==> src/rtl/mmeta_dispatch_if.sv <==
// Handshake bundle between the control machine, the dispatcher and its two consumers.
// The slave modport is the dispatcher's view of the bundle. The master modport is the environment's view.
interface mmeta_dispatch_if #(
    parameter type meta_glb_t     = logic,
    parameter int  MaxOutstanding = 4
);
    localparam int CntW = $clog2(MaxOutstanding + 1);

    logic            meta_valid_i;
    logic            meta_ready_o;
    meta_glb_t       meta_i;
    logic            seq_valid_o;
    logic            seq_ready_i;
    meta_glb_t       seq_o;
    logic            shf_valid_o;
    logic            shf_ready_i;
    meta_glb_t       shf_o;
    logic            seq_done_i;
    logic            shf_done_i;
    logic [CntW-1:0] seq_cnt_o;
    logic [CntW-1:0] shf_cnt_o;
    logic            idle_o;
    logic            err_o;

    modport slave (
        input  meta_valid_i, meta_i, seq_ready_i, shf_ready_i, seq_done_i, shf_done_i,
        output meta_ready_o, seq_valid_o, seq_o, shf_valid_o, shf_o,
               seq_cnt_o, shf_cnt_o, idle_o, err_o
    );

    modport master (
        output meta_valid_i, meta_i, seq_ready_i, shf_ready_i, seq_done_i, shf_done_i,
        input  meta_ready_o, seq_valid_o, seq_o, shf_valid_o, shf_o,
               seq_cnt_o, shf_cnt_o, idle_o, err_o
    );
endinterface

==> src/rtl/mmeta_dispatch_ctrl.sv <==
// Broadcasts each meta-info packet to the sequential and shuffle consumers and tracks in-flight work per consumer.
// Optional macro MMETA_DISPATCH_ERR_EN enables the sticky done-underflow flag on err_o.
module mmeta_dispatch_ctrl #(
    parameter type meta_glb_t     = logic,
    parameter int  MaxOutstanding = 4,
    localparam int CntW           = $clog2(MaxOutstanding + 1)
) (
    input  logic           clk_i,
    input  logic           rst_i,
    mmeta_dispatch_if.slave bus
);
    typedef enum logic {IDLE, DISPATCH} state_e;

    localparam logic [CntW-1:0] MaxCnt = CntW'(MaxOutstanding);

    state_e          state_q, state_d;
    meta_glb_t       hold_q, hold_d;
    logic            pend_seq_q, pend_seq_d;
    logic            pend_shf_q, pend_shf_d;
    logic [CntW-1:0] seq_cnt_q, seq_cnt_d;
    logic [CntW-1:0] shf_cnt_q, shf_cnt_d;
    logic            meta_ready;
    logic            meta_hs, seq_hs, shf_hs;

    // A done without a matching dispatch saturates at zero instead of wrapping.
    function automatic logic [CntW-1:0] cnt_next(input logic [CntW-1:0] cnt,
                                                 input logic inc, input logic dec);
        if (inc == dec) return cnt;
        if (inc)        return cnt + CntW'(1);
        return (cnt == '0) ? '0 : cnt - CntW'(1);
    endfunction

    assign meta_ready = (state_q == IDLE) && (seq_cnt_q < MaxCnt) && (shf_cnt_q < MaxCnt);
    assign meta_hs    = bus.meta_valid_i && meta_ready;
    assign seq_hs     = pend_seq_q && bus.seq_ready_i;
    assign shf_hs     = pend_shf_q && bus.shf_ready_i;

    always_comb begin
        state_d    = state_q;
        hold_d     = hold_q;
        pend_seq_d = pend_seq_q;
        pend_shf_d = pend_shf_q;
        case (state_q)
            IDLE: begin
                if (meta_hs) begin
                    hold_d     = bus.meta_i;
                    pend_seq_d = 1'b1;
                    pend_shf_d = 1'b1;
                    state_d    = DISPATCH;
                end
            end
            DISPATCH: begin
                if (seq_hs) pend_seq_d = 1'b0;
                if (shf_hs) pend_shf_d = 1'b0;
                if (!pend_seq_d && !pend_shf_d) state_d = IDLE;
            end
            default: state_d = IDLE;
        endcase
        seq_cnt_d = cnt_next(seq_cnt_q, seq_hs, bus.seq_done_i);
        shf_cnt_d = cnt_next(shf_cnt_q, shf_hs, bus.shf_done_i);
    end

    always_ff @(posedge clk_i) begin
        if (rst_i) begin
            state_q    <= IDLE;
            hold_q     <= '0;
            pend_seq_q <= 1'b0;
            pend_shf_q <= 1'b0;
            seq_cnt_q  <= '0;
            shf_cnt_q  <= '0;
        end else begin
            state_q    <= state_d;
            hold_q     <= hold_d;
            pend_seq_q <= pend_seq_d;
            pend_shf_q <= pend_shf_d;
            seq_cnt_q  <= seq_cnt_d;
            shf_cnt_q  <= shf_cnt_d;
        end
    end

`ifdef MMETA_DISPATCH_ERR_EN
    logic err_q, err_d;

    function automatic logic cnt_underflow(input logic [CntW-1:0] cnt,
                                           input logic inc, input logic dec);
        return dec && !inc && (cnt == '0);
    endfunction

    always_comb begin
        err_d = err_q
              | cnt_underflow(seq_cnt_q, seq_hs, bus.seq_done_i)
              | cnt_underflow(shf_cnt_q, shf_hs, bus.shf_done_i);
    end

    always_ff @(posedge clk_i) begin
        if (rst_i) err_q <= 1'b0;
        else       err_q <= err_d;
    end

    assign bus.err_o = err_q;
`else
    assign bus.err_o = 1'b0;
`endif

    assign bus.meta_ready_o = meta_ready;
    assign bus.seq_valid_o  = pend_seq_q;
    assign bus.shf_valid_o  = pend_shf_q;
    assign bus.seq_o        = hold_q;
    assign bus.shf_o        = hold_q;
    assign bus.seq_cnt_o    = seq_cnt_q;
    assign bus.shf_cnt_o    = shf_cnt_q;
    assign bus.idle_o       = (state_q == IDLE) && (seq_cnt_q == '0) && (shf_cnt_q == '0);
endmodule

==> src/flat_wrapper.sv <==
// flat-port wrapper written by rule: the top's interface ports become plain ports
module mmeta_dispatch_ctrl_flat 
#(
    parameter type meta_glb_t     = logic,
    parameter int  MaxOutstanding = 4,
    localparam int CntW           = $clog2(MaxOutstanding + 1)
)
  (clk_i, rst_i, bus_meta_valid_i, bus_meta_i, bus_seq_ready_i, bus_shf_ready_i, bus_seq_done_i, bus_shf_done_i, bus_meta_ready_o, bus_seq_valid_o, bus_seq_o, bus_shf_valid_o, bus_shf_o, bus_seq_cnt_o, bus_shf_cnt_o, bus_idle_o, bus_err_o);
  mmeta_dispatch_if #(.meta_glb_t(meta_glb_t), .MaxOutstanding(MaxOutstanding)) bus_i ();
  input  logic clk_i;
  input  logic rst_i;
  input wire logic [$bits(bus_i.meta_valid_i)-1:0] bus_meta_valid_i;
  input wire logic [$bits(bus_i.meta_i)-1:0] bus_meta_i;
  input wire logic [$bits(bus_i.seq_ready_i)-1:0] bus_seq_ready_i;
  input wire logic [$bits(bus_i.shf_ready_i)-1:0] bus_shf_ready_i;
  input wire logic [$bits(bus_i.seq_done_i)-1:0] bus_seq_done_i;
  input wire logic [$bits(bus_i.shf_done_i)-1:0] bus_shf_done_i;
  output wire logic [$bits(bus_i.meta_ready_o)-1:0] bus_meta_ready_o;
  output wire logic [$bits(bus_i.seq_valid_o)-1:0] bus_seq_valid_o;
  output wire logic [$bits(bus_i.seq_o)-1:0] bus_seq_o;
  output wire logic [$bits(bus_i.shf_valid_o)-1:0] bus_shf_valid_o;
  output wire logic [$bits(bus_i.shf_o)-1:0] bus_shf_o;
  output wire logic [$bits(bus_i.seq_cnt_o)-1:0] bus_seq_cnt_o;
  output wire logic [$bits(bus_i.shf_cnt_o)-1:0] bus_shf_cnt_o;
  output wire logic [$bits(bus_i.idle_o)-1:0] bus_idle_o;
  output wire logic [$bits(bus_i.err_o)-1:0] bus_err_o;
  assign bus_i.meta_valid_i = bus_meta_valid_i;
  assign bus_i.meta_i = bus_meta_i;
  assign bus_i.seq_ready_i = bus_seq_ready_i;
  assign bus_i.shf_ready_i = bus_shf_ready_i;
  assign bus_i.seq_done_i = bus_seq_done_i;
  assign bus_i.shf_done_i = bus_shf_done_i;
  assign bus_meta_ready_o = bus_i.meta_ready_o;
  assign bus_seq_valid_o = bus_i.seq_valid_o;
  assign bus_seq_o = bus_i.seq_o;
  assign bus_shf_valid_o = bus_i.shf_valid_o;
  assign bus_shf_o = bus_i.shf_o;
  assign bus_seq_cnt_o = bus_i.seq_cnt_o;
  assign bus_shf_cnt_o = bus_i.shf_cnt_o;
  assign bus_idle_o = bus_i.idle_o;
  assign bus_err_o = bus_i.err_o;
  mmeta_dispatch_ctrl #(.meta_glb_t(meta_glb_t), .MaxOutstanding(MaxOutstanding)) u_core (.clk_i(clk_i), .rst_i(rst_i), .bus(bus_i));
endmodule
==> config.mk <==
export PLATFORM = sky130hd
export DESIGN_NAME = mmeta_dispatch_ctrl_flat
export DESIGN_NICKNAME = d
export VERILOG_FILES = /design/src/rtl/mmeta_dispatch_if.sv /design/src/rtl/mmeta_dispatch_ctrl.sv /design/src/flat_wrapper.sv
export SDC_FILE = /design/constraint.sdc
export NUM_CORES = 1
export LEC_CHECK = 0
export CAP_MARGIN = 10
export CORE_MARGIN = 2
export CORE_UTILIZATION = 45
export CTS_CLUSTER_DIAMETER = 200
export CTS_CLUSTER_SIZE = 12
export DETAILED_ROUTE_END_ITERATION = 12
export PLACE_DENSITY = 0.77
export SLEW_MARGIN = 20
export SYNTH_ARGS = -nofsm -noshare
export SYNTH_HDL_FRONTEND = slang
export SYNTH_SLANG_ARGS = --single-unit
==> constraint.sdc <==
create_clock -name clk_i -period 1.6 [get_ports clk_i]
set_input_delay 0.24 -clock clk_i [delete_from_list [all_inputs] [get_ports clk_i]]
set_output_delay 0.24 -clock clk_i [all_outputs]
set_load 0.02 [all_outputs]
==> Word-level counts from Yosys, hierarchy flattened <==
Index checks and enable logic that the tools add are counted.
{ "word_totals": {"out_inout_bits": 13, "reg_bits": 10, "inputBits": 8, "wordCells": 55} }
{ "classes": {"bitwise_logic": 1, "n_mux": 26, "order_cmp": 2, "n_eq_ne": 3, "addsub": 4, "reduce_logical": 13} }
{ "op_table": {"columns": ["cell", "count"], "rows": [
  ["3-bit 2-to-1 mux", 10],
  ["1-bit 2-to-1 mux", 13],
  ["1-bit logical AND", 8],
  ["3-bit by 1-bit adder with 3-bit output (second input constant)", 2],
  ["3-bit zero test", 2],
  ["3-bit less-than comparator (second input constant)", 2],
  ["1-bit one-hot mux with 2 select lines", 3],
  ["3-bit by 1-bit subtractor with 3-bit output (second input constant)", 2],
  ["1-bit == test", 2],
  ["1-bit zero test", 2],
  ["2-bit by 1-bit != test with 1-bit output (second input constant)", 1],
  ["2-bit AND reduction", 1],
  ["1-bit NOT", 1]
]} }

==> Longest topological paths before layout <==
{ "logic_depth": {"depth_word": 7, "depth_mapped": 7, "mapped_depth_nobuf": 7} }

==> Worst setup path after synthesis <==
OpenSTA, ideal clock, no wires.
{ "synth_timing": {"path_kind": "flip-flop to output port", "startpoint": "register u_core.seq_cnt_q[0] (netlist: u_core.bus.seq_cnt_o[0])", "endpoint": "output bus_idle_o", "path_buffers": 0, "t_required_ns": 1.360, "path_slack_ns": 0.060, "t_arrival_ns": 1.300, "path_stages_with_launch": 6, "cell_sequence": "dfxtp_1 -> inv_1 -> ha_1 -> ha_1 -> nand2_1 -> nor3_1"} }
{ "synth_between": {"elab_chain_cells": 3} }
{ "synth_lines": {"columns": ["element", "line", "rtl"], "rows": [
  ["start, declared", "mmeta_dispatch_ctrl.sv:20", "logic [CntW-1:0] seq_cnt_q, seq_cnt_d;"],
  ["start signal, assigned", "mmeta_dispatch_ctrl.sv:76", "seq_cnt_q <= seq_cnt_d;"],
  ["3-bit zero test", "mmeta_dispatch_ctrl.sv:112", "assign bus.idle_o = (state_q == IDLE) && (seq_cnt_q == '0) && (shf_cnt_q == '0);"],
  ["1-bit logical AND (2 in a row)", "mmeta_dispatch_ctrl.sv:112", null],
  ["end, declared", "flat_wrapper.sv:25", "output wire logic [$bits(bus_i.idle_o)-1:0] bus_idle_o;"]
]} }
Every way passes these cells.

==> Worst setup path in the final report <==
{ "layout_timing": {"startpoint": "register u_core.seq_cnt_q[1] (netlist: u_core.bus.seq_cnt_o[1])", "endpoint": "output bus_idle_o"} }
Same word-level chain as after synthesis.

==> results.txt <==
The number of pins exceeding their max-slew limit in the final report is 0. The count of port buffers added during placement was 19; the overall track demand over capacity in global routing was 17.8%. After the first detailed-routing iteration, the DRC count stood at 8. In this run the mean area of a mapped cell was 8.71 sq um. Setup repair after global routing could not meet its margin everywhere. Measured along the x axis, the die boundary spans 43.8 um. The total count of hold-check failures in the final report was 0; the critical path required time was 1360 ps.

At the end of routability-driven placement, the weighted congestion stood at 0.813. Dividing the detail-routed wire length by the instance count gives 12.3 um. The cell with the most instances after synthesis was sky130_fd_sc_hd__dfxtp_1. Counting the fill cells in the layout gives 111. The die height came out at 43.8 um. Startpoint-to-endpoint class of the critical path: flip-flop to primary output. The number of hold buffers added after CTS is 0, and the number of top-level pins is 21. The category of cells accounting for the largest share of critical-path delay is flip-flops. For the total wirelength of the detailed-routed design, the log shows 1580 um. The delay of the slowest cell on the worst path came out at 320 ps. The run gives 48.0% as the effective utilization at floorplan. The run finished with clean final reports. Counting both buffers and inverters, the worst setup path holds a total of 2. In this run the worst hold path is classified as flip-flop to flip-flop. The tools report the number of optimization iterations in the first detailed-route pass as 4. In this run the register-to-register setup slack is 150 ps. Hold is met by 522 ps. In the final layout, the multi-input gates occupy 468 sq um.

For the worst setup path, the data arrival time is 1310 ps. After the last flow step, the layout net total stands at 129. Cells with a size suffix above 1 make up 25.9% of the layout.

The initial antenna violation count was 0. Once detail routing completed, the nets flagged for antenna violations numbered 0. Power spread over the standard cell area amounts to 867 nW/um^2.

For the core footprint, the log shows 1490 sq um. VDD sags by at most 0.000623 V. The tools report the worst min-delay path startpoint as u_core.bus.seq_o$_SDFFE_PP0P_. The total via count after detailed routing was 693; the number of cells on the worst reg-to-reg path was 8.

The total number of yosys warnings is 0, and the number of inserted diodes is 0. Top cell type's share of synthesized area: 28.0%. The commonest cells after synthesis are sky130_fd_sc_hd__dfxtp_1, sky130_fd_sc_hd__inv_1, sky130_fd_sc_hd__ha_1, sky130_fd_sc_hd__nand2_1.

Clock tree synthesis selected as its root buffer the cell sky130_fd_sc_hd__clkbuf_4. For this run the aggregate overflow at the end of global routing stands at 0. The synthesized netlist occupies a cell area of 714 sq um. Counting flops and latches in the post-synthesis netlist gives 10. The final setup violation count is 0. The number of distinct library cell variants in the gate-level netlist after synthesis is 33, and the count of clock tree sinks is 10. The tools report the number of global-route vias before repair as 616.

After layout, the worst path uses 96.7% of the clock period. The startpoint identified for the worst register-to-register timing path is u_core.bus.seq_cnt_o[1]$_SDFFE_PP0P_. At the end of the flow the core is filled with cells to 69.7%. The final HPWL from detailed placement was 1140 um; the highest net fanout along the worst path was 2. In this run, CTS created clock tree buffers numbering 3.

STA classifies the critical path startpoint as a flip-flop. Counting tap cells, the placed design contains a total of 124 instances. Summed over all nets, wire length on met2 after detailed routing comes to 732 um. The leakage power total came out at 0.514 nW.

The highest achievable clock rate came out at 0.646 GHz. The cell repeated most along the worst path was sky130_fd_sc_hd__ha_4. Sequential elements use 28.0% of the synthesized area.

Top flip-flop cell by instance count after synthesis: sky130_fd_sc_hd__dfxtp_1. Relative to the synthesized area, the layout overhead comes to 45.2%. The path with the worst hold slack has its endpoint at u_core.bus.seq_o$_SDFFE_PP0P_. The number of standard cells after synthesis is 82. After detailed routing, the number of vias per cell comes to 5.41.

The deepest level of the CTS H-tree was 1; the routed length on met3 was 109 um. For the worst-skew pair, the clock arrives at the later sink with an insertion delay of 270 ps. TritonCTS built the clock tree. Signal routing reaches up to met4. Final critical delay including setup and external delays: 1550 ps. The finished cells cover 1040 sq um.

Yosys attributes the largest share of cell area to sky130_fd_sc_hd__dfxtp_1, sky130_fd_sc_hd__ha_1, sky130_fd_sc_hd__mux2i_1, sky130_fd_sc_hd__a211oi_1, sky130_fd_sc_hd__inv_1. Clock slew seen by the registers of the worst setup and hold paths: 70 ps. The critical path goes through inv_2 -> ha_4 -> ha_4 -> nand2_1 -> nor3_2 -> buf_4. The number of nets handed over by synthesis was 97. The row count is 14.

The cell count of the worst hold path works out to 2. The die covers 1920 sq um. The first global-routing pass estimated 2550 um of wire. Max-cap violations in this run came to 0. The wire length the detailed router placed on met1 is 725 um. The cell type of the slowest stage on the worst timing path was sky130_fd_sc_hd__dfxtp_1. The worst setup skew after layout came out at 4.63 ps.

Entering global routing, the biggest net connects 11 pins. The top cell type by total area after synthesis was sky130_fd_sc_hd__dfxtp_1. In the routed design, unresolved DRC markers number 0.

The endpoint identified for the worst register-to-register timing path is u_core.bus.seq_cnt_o[2]$_SDFFE_PP0P_. Proportion of synthesized flip-flops having asynchronous set or reset: 0%. Once placement finished, the instance area stood at 976 sq um.

The finished layout holds 128 standard cells, fillers aside. In the final layout, flip-flops and latches occupy 201 sq um. No sink is reached through more buffers than the 2 on the longest clock path. The count of flip-flops with a built-in enable after synthesis is 0. The element type at the critical path end was a primary output.
cell families after synthesis:
| logic type | share of synthesized area, % |
|---|---|
| xor+xnor | 1.23 |
| simple gates | 21.7 |
| mux | 5.60 |
| buf+inv | 10.7 |
| fa+ha+maj | 12.3 |
| flops | 28.0 |
| other cells | 0.525 |
| compound gates | 20.0 |
registers in the layout (all words and copies together) (netlist names):
register / cells
u_core.bus.seq_o: 1
u_core.bus.seq_cnt_o: 3
u_core.state_q: 1
u_core.bus.shf_valid_o: 1
u_core.bus.shf_cnt_o: 3
u_core.bus.seq_valid_o: 1
power by group:
group | internal (mW) | switching (mW)
Clock | 0.0869 | 0.0865
Combinational | 0.217 | 0.203
Sequential | 0.278 | 0.0273
worst max path at each step:
stage                     cells after the start  slack (ps)          to                                 start
after floorplan                               5          60  bus_idle_o  u_core.bus.seq_cnt_o[0]$_SDFFE_PP0P_
after global placement                        6        -130  bus_idle_o  u_core.bus.seq_cnt_o[1]$_SDFFE_PP0P_
after detailed placement                      6        -150  bus_idle_o  u_core.bus.seq_cnt_o[1]$_SDFFE_PP0P_
after CTS                                     6           5  bus_idle_o  u_core.bus.seq_cnt_o[1]$_SDFFE_PP0P_
after global routing                          6         -20  bus_idle_o  u_core.bus.seq_cnt_o[1]$_SDFFE_PP0P_
final                                         6          50  bus_idle_o  u_core.bus.seq_cnt_o[1]$_SDFFE_PP0P_
final cells by class:
type / count / area share [%]
clock buffer: 3 / 2.17
inverter: 8 / 2.90
multi-input combinational: 58 / 45.1
sequential: 10 / 19.4
tap: 16 / 1.93
timing repair buffer: 33 / 28.5
through the flow:
stage | total power [mW] | setup WS, ps | setup TNS (ps)
after global routing | 0.961 | -18.4 | -18.4
after CTS | 0.869 | 5.25 | 0
after floorplan | 0.542 | 60.5 | 0
after global placement | 0.700 | -129 | -129
after detailed placement | 0.707 | -147 | -147
final | 0.899 | 52.3 | 0
metal layers:
metal,vias up,track usage [%]
met5,-,0
met4,0,5.45
met3,2,7.92
met2,22,28.2
met1,321,21.5
li1,348,-
worst min-delay path: stages (launching register included):
cell and delay [ps]:
sky130_fd_sc_hd__dfxtp_1 350, sky130_fd_sc_hd__mux2i_1 70, sky130_fd_sc_hd__nor2_1 70
layout by cell type (no fill, tap or decap):
master                            count
sky130_fd_sc_hd__a211oi_1             5
sky130_fd_sc_hd__a21bo_2              1
sky130_fd_sc_hd__a21boi_0             2
sky130_fd_sc_hd__a21oi_1              5
sky130_fd_sc_hd__a311oi_1             2
sky130_fd_sc_hd__a31oi_1              1
sky130_fd_sc_hd__and3b_4              1
sky130_fd_sc_hd__and4b_1              1
sky130_fd_sc_hd__buf_4               15
sky130_fd_sc_hd__clkbuf_2             1
sky130_fd_sc_hd__clkbuf_4             3
sky130_fd_sc_hd__clkdlybuf4s50_1     11
sky130_fd_sc_hd__conb_1               1
sky130_fd_sc_hd__dfxtp_1              9
sky130_fd_sc_hd__dfxtp_2              1
sky130_fd_sc_hd__dlygate4sd2_1        2
sky130_fd_sc_hd__dlymetal6s2s_1       4
sky130_fd_sc_hd__ha_1                 5
sky130_fd_sc_hd__ha_4                 2
sky130_fd_sc_hd__inv_1                6
sky130_fd_sc_hd__inv_2                2
sky130_fd_sc_hd__mux2i_1              4
sky130_fd_sc_hd__nand2_1              7
sky130_fd_sc_hd__nand3_1              2
sky130_fd_sc_hd__nand3b_1             1
sky130_fd_sc_hd__nand4_1              1
sky130_fd_sc_hd__nor2_1               3
sky130_fd_sc_hd__nor2b_1              3
sky130_fd_sc_hd__nor3_1               1
sky130_fd_sc_hd__nor3_2               1
sky130_fd_sc_hd__nor4b_4              1
sky130_fd_sc_hd__o211a_1              1
sky130_fd_sc_hd__o211ai_1             1
sky130_fd_sc_hd__o21ai_0              1
sky130_fd_sc_hd__o22a_1               1
sky130_fd_sc_hd__or2_0                1
sky130_fd_sc_hd__or2_2                1
sky130_fd_sc_hd__or3_1                1
sky130_fd_sc_hd__xnor2_1              1
what timing repair did:
action / CTS / global route
pin swaps: 0 / 2
buffers inserted: 0 / 1
endpoints found under the setup margin: 4 / 5
resized for setup: 8 / 16
No activity file was read; power rests on OpenSTA's default activity.
